**src/rtl/fb_pkg.sv**
```systemverilog
// fb_pkg: shared frame-buffer geometry, coordinate widths, arbiter state
// encoding and the pixel record used on the RAM write path.
package fb_pkg;

    localparam int FB_W_DEF    = 160;
    localparam int FB_H_DEF    = 120;
    localparam int X_W         = 8;
    localparam int Y_W         = 7;
    // Widest colour word the pixel record can carry (8 bits per channel).
    localparam int COLOR_W_MAX = 24;

    typedef enum logic {
        ST_IDLE  = 1'b0,
        ST_CLEAR = 1'b1
    } state_t;

    typedef struct packed {
        logic [X_W-1:0]         x;
        logic [Y_W-1:0]         y;
        logic [COLOR_W_MAX-1:0] color;
    } pixel_t;

endpackage

```
**src/rtl/fb_write_arbiter_if.sv**
```systemverilog
// fb_write_arbiter_if: bundle of the clear-control, two pixel requesters and
// the frame-buffer RAM write port. The arbiter uses the slave view; the
// drawing side (or a bench) uses the master view.
interface fb_write_arbiter_if #(
    parameter int CW = 3
) ();

    logic                     clear_req;
    logic [CW-1:0]            clear_color;

    logic                     req0;
    logic [fb_pkg::X_W-1:0]   x0;
    logic [fb_pkg::Y_W-1:0]   y0;
    logic [CW-1:0]            c0;
    logic                     gnt0;

    logic                     req1;
    logic [fb_pkg::X_W-1:0]   x1;
    logic [fb_pkg::Y_W-1:0]   y1;
    logic [CW-1:0]            c1;
    logic                     gnt1;

    logic [fb_pkg::X_W-1:0]   x;
    logic [fb_pkg::Y_W-1:0]   y;
    logic [CW-1:0]            color;
    logic                     writeEn;

    logic                     busy;
    logic                     clear_done;

    modport slave (
        input  clear_req, clear_color,
        input  req0, x0, y0, c0,
        input  req1, x1, y1, c1,
        output gnt0, gnt1,
        output x, y, color, writeEn,
        output busy, clear_done
    );

    modport master (
        output clear_req, clear_color,
        output req0, x0, y0, c0,
        output req1, x1, y1, c1,
        input  gnt0, gnt1,
        input  x, y, color, writeEn,
        input  busy, clear_done
    );

endinterface

```
**src/rtl/fb_clear_sweeper.sv**
```systemverilog
// fb_clear_sweeper: row-major raster counter for the full-screen clear.
// start rewinds to (0,0); advance steps x and carries into y; last flags the
// final pixel (FB_W-1, FB_H-1). Counters never leave the screen range.
module fb_clear_sweeper #(
    parameter int FB_W = fb_pkg::FB_W_DEF,
    parameter int FB_H = fb_pkg::FB_H_DEF
) (
    input  logic                   clk,
    input  logic                   rst,
    input  logic                   start,
    input  logic                   advance,
    output logic [fb_pkg::X_W-1:0] x,
    output logic [fb_pkg::Y_W-1:0] y,
    output logic                   last
);
    import fb_pkg::*;

    localparam logic [X_W-1:0] X_MAX = X_W'(FB_W - 1);
    localparam logic [Y_W-1:0] Y_MAX = Y_W'(FB_H - 1);

    logic [X_W-1:0] x_q;
    logic [Y_W-1:0] y_q;

    // Raster position: rewind on start, otherwise step one pixel per advance.
    always_ff @(posedge clk or posedge rst) begin
        if (rst) begin
            x_q <= '0;
            y_q <= '0;
        end else if (start) begin
            x_q <= '0;
            y_q <= '0;
        end else if (advance) begin
            if (x_q == X_MAX) begin
                x_q <= '0;
                y_q <= (y_q == Y_MAX) ? '0 : y_q + 1'b1;
            end else begin
                x_q <= x_q + 1'b1;
            end
        end
    end

    assign x    = x_q;
    assign y    = y_q;
    assign last = (x_q == X_MAX) && (y_q == Y_MAX);

endmodule

```
**src/rtl/fb_write_arbiter.sv**
```systemverilog
// fb_write_arbiter: sole writer of the frame-buffer RAM write port.
// Round-robin arbitration between two pixel requesters with a combinational
// grant and a one-cycle registered write, plus a full-screen clear sweep that
// owns the port while busy. Off-screen pixels are granted but not written.
// Build option: define FB_AUTO_CLEAR_EN to start a colour-0 clear sweep on
// the first clock after reset is released.
module fb_write_arbiter #(
    parameter int COLOR_CHANNEL_DEPTH = 1,
    parameter int FB_W                = fb_pkg::FB_W_DEF,
    parameter int FB_H                = fb_pkg::FB_H_DEF
) (
    input  logic               CLOCK_50,
    input  logic               reset,
    fb_write_arbiter_if.slave  bus
);
    import fb_pkg::*;

    localparam int           CW    = 3 * COLOR_CHANNEL_DEPTH;
    localparam logic [X_W:0] X_LIM = (X_W + 1)'(FB_W);
    localparam logic [Y_W:0] Y_LIM = (Y_W + 1)'(FB_H);

    state_t                 state_q;
    state_t                 state_d;
    logic                   rr_q;         // requester favoured when both ask
    logic [CW-1:0]          clr_color_q;
    logic                   auto_clr;
    logic                   clr_take;

    logic                   gnt0;
    logic                   gnt1;
    logic                   sweep_start;
    logic                   sweep_adv;
    logic                   sweep_last;
    logic [X_W-1:0]         sweep_x;
    logic [Y_W-1:0]         sweep_y;

    pixel_t                 wr_p0;
    logic                   vld_p0;
    logic                   done_p0;
    pixel_t                 wr_p1;
    logic                   vld_p1;
    logic                   done_p1;
    logic [COLOR_W_MAX-1:0] unused_color_hi;

    function automatic logic on_screen(input logic [X_W-1:0] px,
                                       input logic [Y_W-1:0] py);
        return ({1'b0, px} < X_LIM) && ({1'b0, py} < Y_LIM);
    endfunction

`ifdef FB_AUTO_CLEAR_EN
    // Auto-clear request: armed by reset, consumed by the first clock after release.
    always_ff @(posedge CLOCK_50 or posedge reset) begin
        if (reset) begin
            auto_clr <= 1'b1;
        end else begin
            auto_clr <= 1'b0;
        end
    end
`else
    assign auto_clr = 1'b0;
`endif

    // A clear request is only honoured from IDLE; it pre-empts both requesters.
    assign clr_take = (state_q == ST_IDLE) && (bus.clear_req || auto_clr);

    fb_clear_sweeper #(
        .FB_W (FB_W),
        .FB_H (FB_H)
    ) u_sweeper (
        .clk     (CLOCK_50),
        .rst     (reset),
        .start   (sweep_start),
        .advance (sweep_adv),
        .x       (sweep_x),
        .y       (sweep_y),
        .last    (sweep_last)
    );

    // State register.
    always_ff @(posedge CLOCK_50 or posedge reset) begin
        if (reset) begin
            state_q <= ST_IDLE;
        end else begin
            state_q <= state_d;
        end
    end

    // Next state: IDLE -> CLEAR on an accepted clear, CLEAR -> IDLE after the last pixel.
    always_comb begin
        state_d = state_q;
        unique case (state_q)
            ST_IDLE:  if (clr_take)   state_d = ST_CLEAR;
            ST_CLEAR: if (sweep_last) state_d = ST_IDLE;
            default:                  state_d = ST_IDLE;
        endcase
    end

    // State outputs: grants, sweeper control and the pixel heading for the write stage.
    always_comb begin
        gnt0        = 1'b0;
        gnt1        = 1'b0;
        sweep_start = 1'b0;
        sweep_adv   = 1'b0;
        done_p0     = 1'b0;
        vld_p0      = 1'b0;
        wr_p0       = '0;
        unique case (state_q)
            ST_IDLE: begin
                if (clr_take) begin
                    sweep_start = 1'b1;
                end else if (bus.req0 && (!bus.req1 || !rr_q)) begin
                    gnt0 = 1'b1;
                end else if (bus.req1) begin
                    gnt1 = 1'b1;
                end
                if (gnt0) begin
                    wr_p0.x     = bus.x0;
                    wr_p0.y     = bus.y0;
                    wr_p0.color = COLOR_W_MAX'(bus.c0);
                    vld_p0      = on_screen(bus.x0, bus.y0);
                end else if (gnt1) begin
                    wr_p0.x     = bus.x1;
                    wr_p0.y     = bus.y1;
                    wr_p0.color = COLOR_W_MAX'(bus.c1);
                    vld_p0      = on_screen(bus.x1, bus.y1);
                end
            end
            ST_CLEAR: begin
                sweep_adv   = 1'b1;
                vld_p0      = 1'b1;
                wr_p0.x     = sweep_x;
                wr_p0.y     = sweep_y;
                wr_p0.color = COLOR_W_MAX'(clr_color_q);
                done_p0     = sweep_last;
            end
            default: begin
                vld_p0 = 1'b0;
            end
        endcase
    end

    // Round-robin pointer: after serving one requester, favour the other.
    always_ff @(posedge CLOCK_50 or posedge reset) begin
        if (reset) begin
            rr_q <= 1'b0;
        end else if (gnt0) begin
            rr_q <= 1'b1;
        end else if (gnt1) begin
            rr_q <= 1'b0;
        end
    end

    // Fill colour is captured when the clear is accepted; auto-clear fills with 0.
    always_ff @(posedge CLOCK_50 or posedge reset) begin
        if (reset) begin
            clr_color_q <= '0;
        end else if (clr_take) begin
            clr_color_q <= auto_clr ? '0 : bus.clear_color;
        end
    end

    // Write stage: registered RAM port; address/data only move on a real write.
    always_ff @(posedge CLOCK_50 or posedge reset) begin
        if (reset) begin
            wr_p1   <= '0;
            vld_p1  <= 1'b0;
            done_p1 <= 1'b0;
        end else begin
            vld_p1  <= vld_p0;
            done_p1 <= done_p0;
            if (vld_p0) begin
                wr_p1 <= wr_p0;
            end
        end
    end

    assign bus.gnt0        = gnt0;
    assign bus.gnt1        = gnt1;
    assign bus.x           = wr_p1.x;
    assign bus.y           = wr_p1.y;
    assign bus.color       = wr_p1.color[CW-1:0];
    assign bus.writeEn     = vld_p1;
    assign bus.busy        = (state_q == ST_CLEAR);
    assign bus.clear_done  = done_p1;
    assign unused_color_hi = wr_p1.color;

endmodule
```
**src/flat_wrapper.sv**
```systemverilog
// flat-port wrapper written by rule: the top's interface ports become plain ports
module fb_write_arbiter_flat import fb_pkg::*;
#(
    parameter int COLOR_CHANNEL_DEPTH = 1,
    parameter int FB_W                = fb_pkg::FB_W_DEF,
    parameter int FB_H                = fb_pkg::FB_H_DEF
)
  (CLOCK_50, reset, bus_clear_req, bus_clear_color, bus_req0, bus_x0, bus_y0, bus_c0, bus_req1, bus_x1, bus_y1, bus_c1, bus_gnt0, bus_gnt1, bus_x, bus_y, bus_color, bus_writeEn, bus_busy, bus_clear_done);
  fb_write_arbiter_if bus_i ();
  input  logic CLOCK_50;
  input  logic reset;
  input wire logic [$bits(bus_i.clear_req)-1:0] bus_clear_req;
  input wire logic [$bits(bus_i.clear_color)-1:0] bus_clear_color;
  input wire logic [$bits(bus_i.req0)-1:0] bus_req0;
  input wire logic [$bits(bus_i.x0)-1:0] bus_x0;
  input wire logic [$bits(bus_i.y0)-1:0] bus_y0;
  input wire logic [$bits(bus_i.c0)-1:0] bus_c0;
  input wire logic [$bits(bus_i.req1)-1:0] bus_req1;
  input wire logic [$bits(bus_i.x1)-1:0] bus_x1;
  input wire logic [$bits(bus_i.y1)-1:0] bus_y1;
  input wire logic [$bits(bus_i.c1)-1:0] bus_c1;
  output wire logic [$bits(bus_i.gnt0)-1:0] bus_gnt0;
  output wire logic [$bits(bus_i.gnt1)-1:0] bus_gnt1;
  output wire logic [$bits(bus_i.x)-1:0] bus_x;
  output wire logic [$bits(bus_i.y)-1:0] bus_y;
  output wire logic [$bits(bus_i.color)-1:0] bus_color;
  output wire logic [$bits(bus_i.writeEn)-1:0] bus_writeEn;
  output wire logic [$bits(bus_i.busy)-1:0] bus_busy;
  output wire logic [$bits(bus_i.clear_done)-1:0] bus_clear_done;
  assign bus_i.clear_req = bus_clear_req;
  assign bus_i.clear_color = bus_clear_color;
  assign bus_i.req0 = bus_req0;
  assign bus_i.x0 = bus_x0;
  assign bus_i.y0 = bus_y0;
  assign bus_i.c0 = bus_c0;
  assign bus_i.req1 = bus_req1;
  assign bus_i.x1 = bus_x1;
  assign bus_i.y1 = bus_y1;
  assign bus_i.c1 = bus_c1;
  assign bus_gnt0 = bus_i.gnt0;
  assign bus_gnt1 = bus_i.gnt1;
  assign bus_x = bus_i.x;
  assign bus_y = bus_i.y;
  assign bus_color = bus_i.color;
  assign bus_writeEn = bus_i.writeEn;
  assign bus_busy = bus_i.busy;
  assign bus_clear_done = bus_i.clear_done;
  fb_write_arbiter #(.COLOR_CHANNEL_DEPTH(COLOR_CHANNEL_DEPTH), .FB_W(FB_W), .FB_H(FB_H)) u_core (.CLOCK_50(CLOCK_50), .reset(reset), .bus(bus_i));
endmodule
```
**config.mk**
```make
export PLATFORM = sky130hd
export DESIGN_NAME = fb_write_arbiter_flat
export DESIGN_NICKNAME = d
export VERILOG_FILES = /design/src/rtl/fb_pkg.sv /design/src/rtl/fb_write_arbiter_if.sv /design/src/rtl/fb_clear_sweeper.sv /design/src/rtl/fb_write_arbiter.sv /design/src/flat_wrapper.sv
export SDC_FILE = /design/constraint.sdc
export NUM_CORES = 1
export LEC_CHECK = 0
export BUFFER_PORTS_ARGS = -buffer_cell sky130_fd_sc_hd__buf_2
export CAP_MARGIN = 0
export CORE_UTILIZATION = 40
export CTS_BUF_LIST = sky130_fd_sc_hd__clkbuf_16
export CTS_CLUSTER_SIZE = 28
export DETAILED_ROUTE_END_ITERATION = 6
export GPL_TIMING_DRIVEN = 0
export PLACE_DENSITY = 0.65
export SLEW_MARGIN = 20
export SYNTH_ARGS = -nofsm -noshare
export SYNTH_HDL_FRONTEND = slang
export SYNTH_SLANG_ARGS = --single-unit
export TNS_END_PERCENT = 100
```
**constraint.sdc**
```tcl
create_clock -name CLOCK_50 -period 3.9 [get_ports CLOCK_50]
set_input_delay 0.195 -clock CLOCK_50 [delete_from_list [all_inputs] [get_ports CLOCK_50]]
set_output_delay 0.195 -clock CLOCK_50 [all_outputs]
set_load 0.05 [all_outputs]
```
==> flow_summary.toml <==
[logic_synthesis]
synth_fp_nets = 253
synth_edf_count = 0
yosys_register_bits = 40
synth_cell_types = 41
synthTopCellsByArea = "dfrtp_1 (47%), mux2i_1 (7.6%), a222oi_1 (6.6%)"
synth_cells = 207
ys_seq_area_share_pct = 47.5
yosys-top-cells-count = "dfrtp_1 (40), nand2_1 (20), inv_1 (19)"
post-synth-top-count-cell = "dfrtp_1"
synth_area_um2 = 2110
ys.flop_type = "dfrtp_1"
yosys.area.top_type = "dfrtp_1"
yosys.area.top_type_share_pct = 47.5
ys.warnings.count = 0
synth-async-reset-ratio_pct = 100
avgSynthCellArea_um2 = 10.2

[route]
drtPass1Iterations = 6
vias_per_cell = 5.56
drc = 0
post_drt_wl_per_cell_um = 15.6
vias = 1964
wirelength_um = 5520
ant_nets = 0
drtIter0Drc = 201

[global_route]
grt.overflow.total = 0
grt.busiest_layer = "met2"
grt_pass1_wl_um = 8420
use_met3_pct = 4.20
grt_pass1_vias = 1734
track_usage_pct = 20.6
grt_max_degree = 25
use_met1_pct = 27.9
met2_usage_pct = 32.8
antenna_found_initial = 0

[power_and_ir_drop]
p_sw_share_pct = 38.0
p_int_uw = 937
power_frac_seq_pct = 40.8
p_per_area_nw_per_um2 = 561
combPwrFrac_pct = 33.6
power_frac_clock_pct = 25.6
leakage_nw = 1.42
ir_drop_mv = 0.249
p_sw_uw = 575

[finish]
syn_to_final_growth_pct = 27.8
nets = 328
final_area_um2 = 2700
antenna_cells = 0
layout-drive-gt1-share_pct = 33.6

[timing]
final-max-slew-violation-count = 0
rsz0062_at_grt = "no"
skew_ns = 0.00465
post-route-min-period_ns = 2.32
setup_viol = 0
worstMarginPinSlew_ns = 0.709
finalCritPeriodShare_pct = 59.5
slew-limit-headroom_pct = 52.6
hold_violations = 0
tns_ns = 0
fmax_ghz = 0.431

[clocking]
cts_tree = "done"
cts-buffers-inserted = 5
clkTransAtPathRegs_ns = 0.06
cts_setup_buffers = 0
cts_max_level = 2
root_buffer = "clkbuf_16"
clock_latency_ns = 0.28
clock-sinks = 40
clockBufferDepth = 2

[setup_path]
startpoint = "u_core.bus.busy"
critical_path_class = "reg2out"
worst_setup_path_end_kind = "primary output"
cp_common_cell = "buf_2"
r2r_cells = 7
cp-endpoint = "bus_gnt1"
cp.depth = 6
r2r_end = "u_core.bus.x[5]"
worst-path-max-fanout = 10
slowest_stage = "dfrtp_1"
regToRegSetupSlack_ns = 1.99
timing.critical_path.buf_inv = 4
required_ns = 3.70
crit_family = "buffers and inverters"
r2r_start = "u_core.bus.busy"
cp-start-kind = "flip-flop"
slowest_delay_ns = 0.37
crit_chain = "buf_4, nor2_2, and3_1, buf_2, buf_2, buf_2"
cp.arrival_ns = 2.12

[floorplan]
coreArea_um2 = 5110
die_h_um = 74.6
start_util_pct = 41.3
dieArea_um2 = 5570
placementRows = 26
die_w_um = 74.6
boundaryPins = 67

[placed_design]
dp_hpwl_um = 4100
io_buffers = 66
dpl_cell_area_um2 = 2550
place_congestion = 0.803

[min_path]
hold_start = "bus_clear_color[2]"
worstHoldPathType = "in2reg"

[flow_run]
maxCapViolations = 0

[status]
status = "completed"
[per-layer routing]
layer  vias up  wire (um)
met5         -          0
met4         0         57
met3         7        349
met2        82       2670
met1       959       2440
li1        916          -
[worst reg2reg max path, stage by stage (launching register included)]
cell	delay, ns
dfrtp_1	0.37
buf_4	0.17
nor2_2	0.35
and3_1	0.21
buf_2	0.19
buf_2	0.25
a222oi_1	0.12
mux2i_1	0.17
[layout make-up]
class,instances,area (um2)
fillers,500,2410
inverters,19,71.3
well taps,70,87.6
plain buffers,11,75.1
clock buffers,5,125
repair buffers,68,360
multi-input cells,137,961
flip-flops and latches,40,1000
clock inverters,3,13.8
[worst min path at each step]
stage,endpoint,depth (start not counted)
after global routing,u_core.clr_color_q[2],3
after floorplan,u_core.clr_color_q[0],2
final,u_core.clr_color_q[2],3
after detailed placement,u_core.bus.y[3],2
after global placement,u_core.clr_color_q[1],3
after CTS,u_core.clr_color_q[2],3
[stage by stage]
step	total power, mW	setup slack, ns	hold slack [ns]	util (%)	cells
2_1_floorplan	0.988	1.91	0.300	-	207
3_5_place_dp	1.13	1.87	0.199	49.9	344
5_1_grt	1.60	1.48	0.125	52.8	353
6_report	1.51	1.58	0.105	52.8	353
4_1_cts	1.53	1.59	0.109	52.8	353
3_3_place_gp	1.12	1.88	0.389	49.5	343
[power groups by stage]
stage,Combinational [mW],Sequential [mW],Clock [mW]
final,0.508,0.617,0.387
after global routing,0.552,0.634,0.418
after CTS,0.513,0.616,0.397
after detailed placement,0.510,0.622,0
after global placement,0.498,0.621,0
after floorplan,0.211,0.777,0
[state kept, by name, indices dropped and copies added (netlist names), 3 cells and up]
name,cells
u_core.bus.x,8
u_core.bus.y,7
u_core.clr_color_q,3
u_core.u_sweeper.x,8
u_core.u_sweeper.y,7
u_core.unused_color_hi,3
[placed cells by master (no fill, tap or decap), types with 2 or more instances in the layout]
master and instances:
buf_6 2, dfrtp_1 40, nor2_1 8, a21oi_1 8, nand2b_1 2, buf_4 4
nor3_1 2, clkinv_2 2, mux2_2 4, clkbuf_1 2, a2bb2oi_1 4, clkbuf_16 5
inv_1 18, buf_2 68, o21ai_0 9, mux2i_1 16, nand4_1 8, nand2_1 20
and3_1 2, and3_2 2, a222oi_1 14, nand3_1 8, xor2_1 2, nand3b_1 2
a31oi_1 6, and4_1 2, a22o_1 2, ha_1 2
[repair_timing]
item / 4_1_cts / 5_1_grt
endpoints found under the setup margin: 0 / 0
endpoints found under the hold margin: 16 / 0
hold buffers: 1 / 0
gates resized for setup: 0 / 0
[cell families (layout without fill, tap and decap cells)]
family                   after synthesis  count (layout)  share of synthesized area [%]
adder cells (fa/ha/maj)                2               2                           1.19
buffers and inverters                 30             106                           6.94
multiplexers                          20              20                           9.73
AND/OR/NAND/NOR                       64              64                           16.5
flip-flops                            40              40                           47.5
XOR/XNOR                               3               3                           1.25
AO/OA/AOI/OAI                         48              48                           16.9
Power figures use the tool's default switching activity.
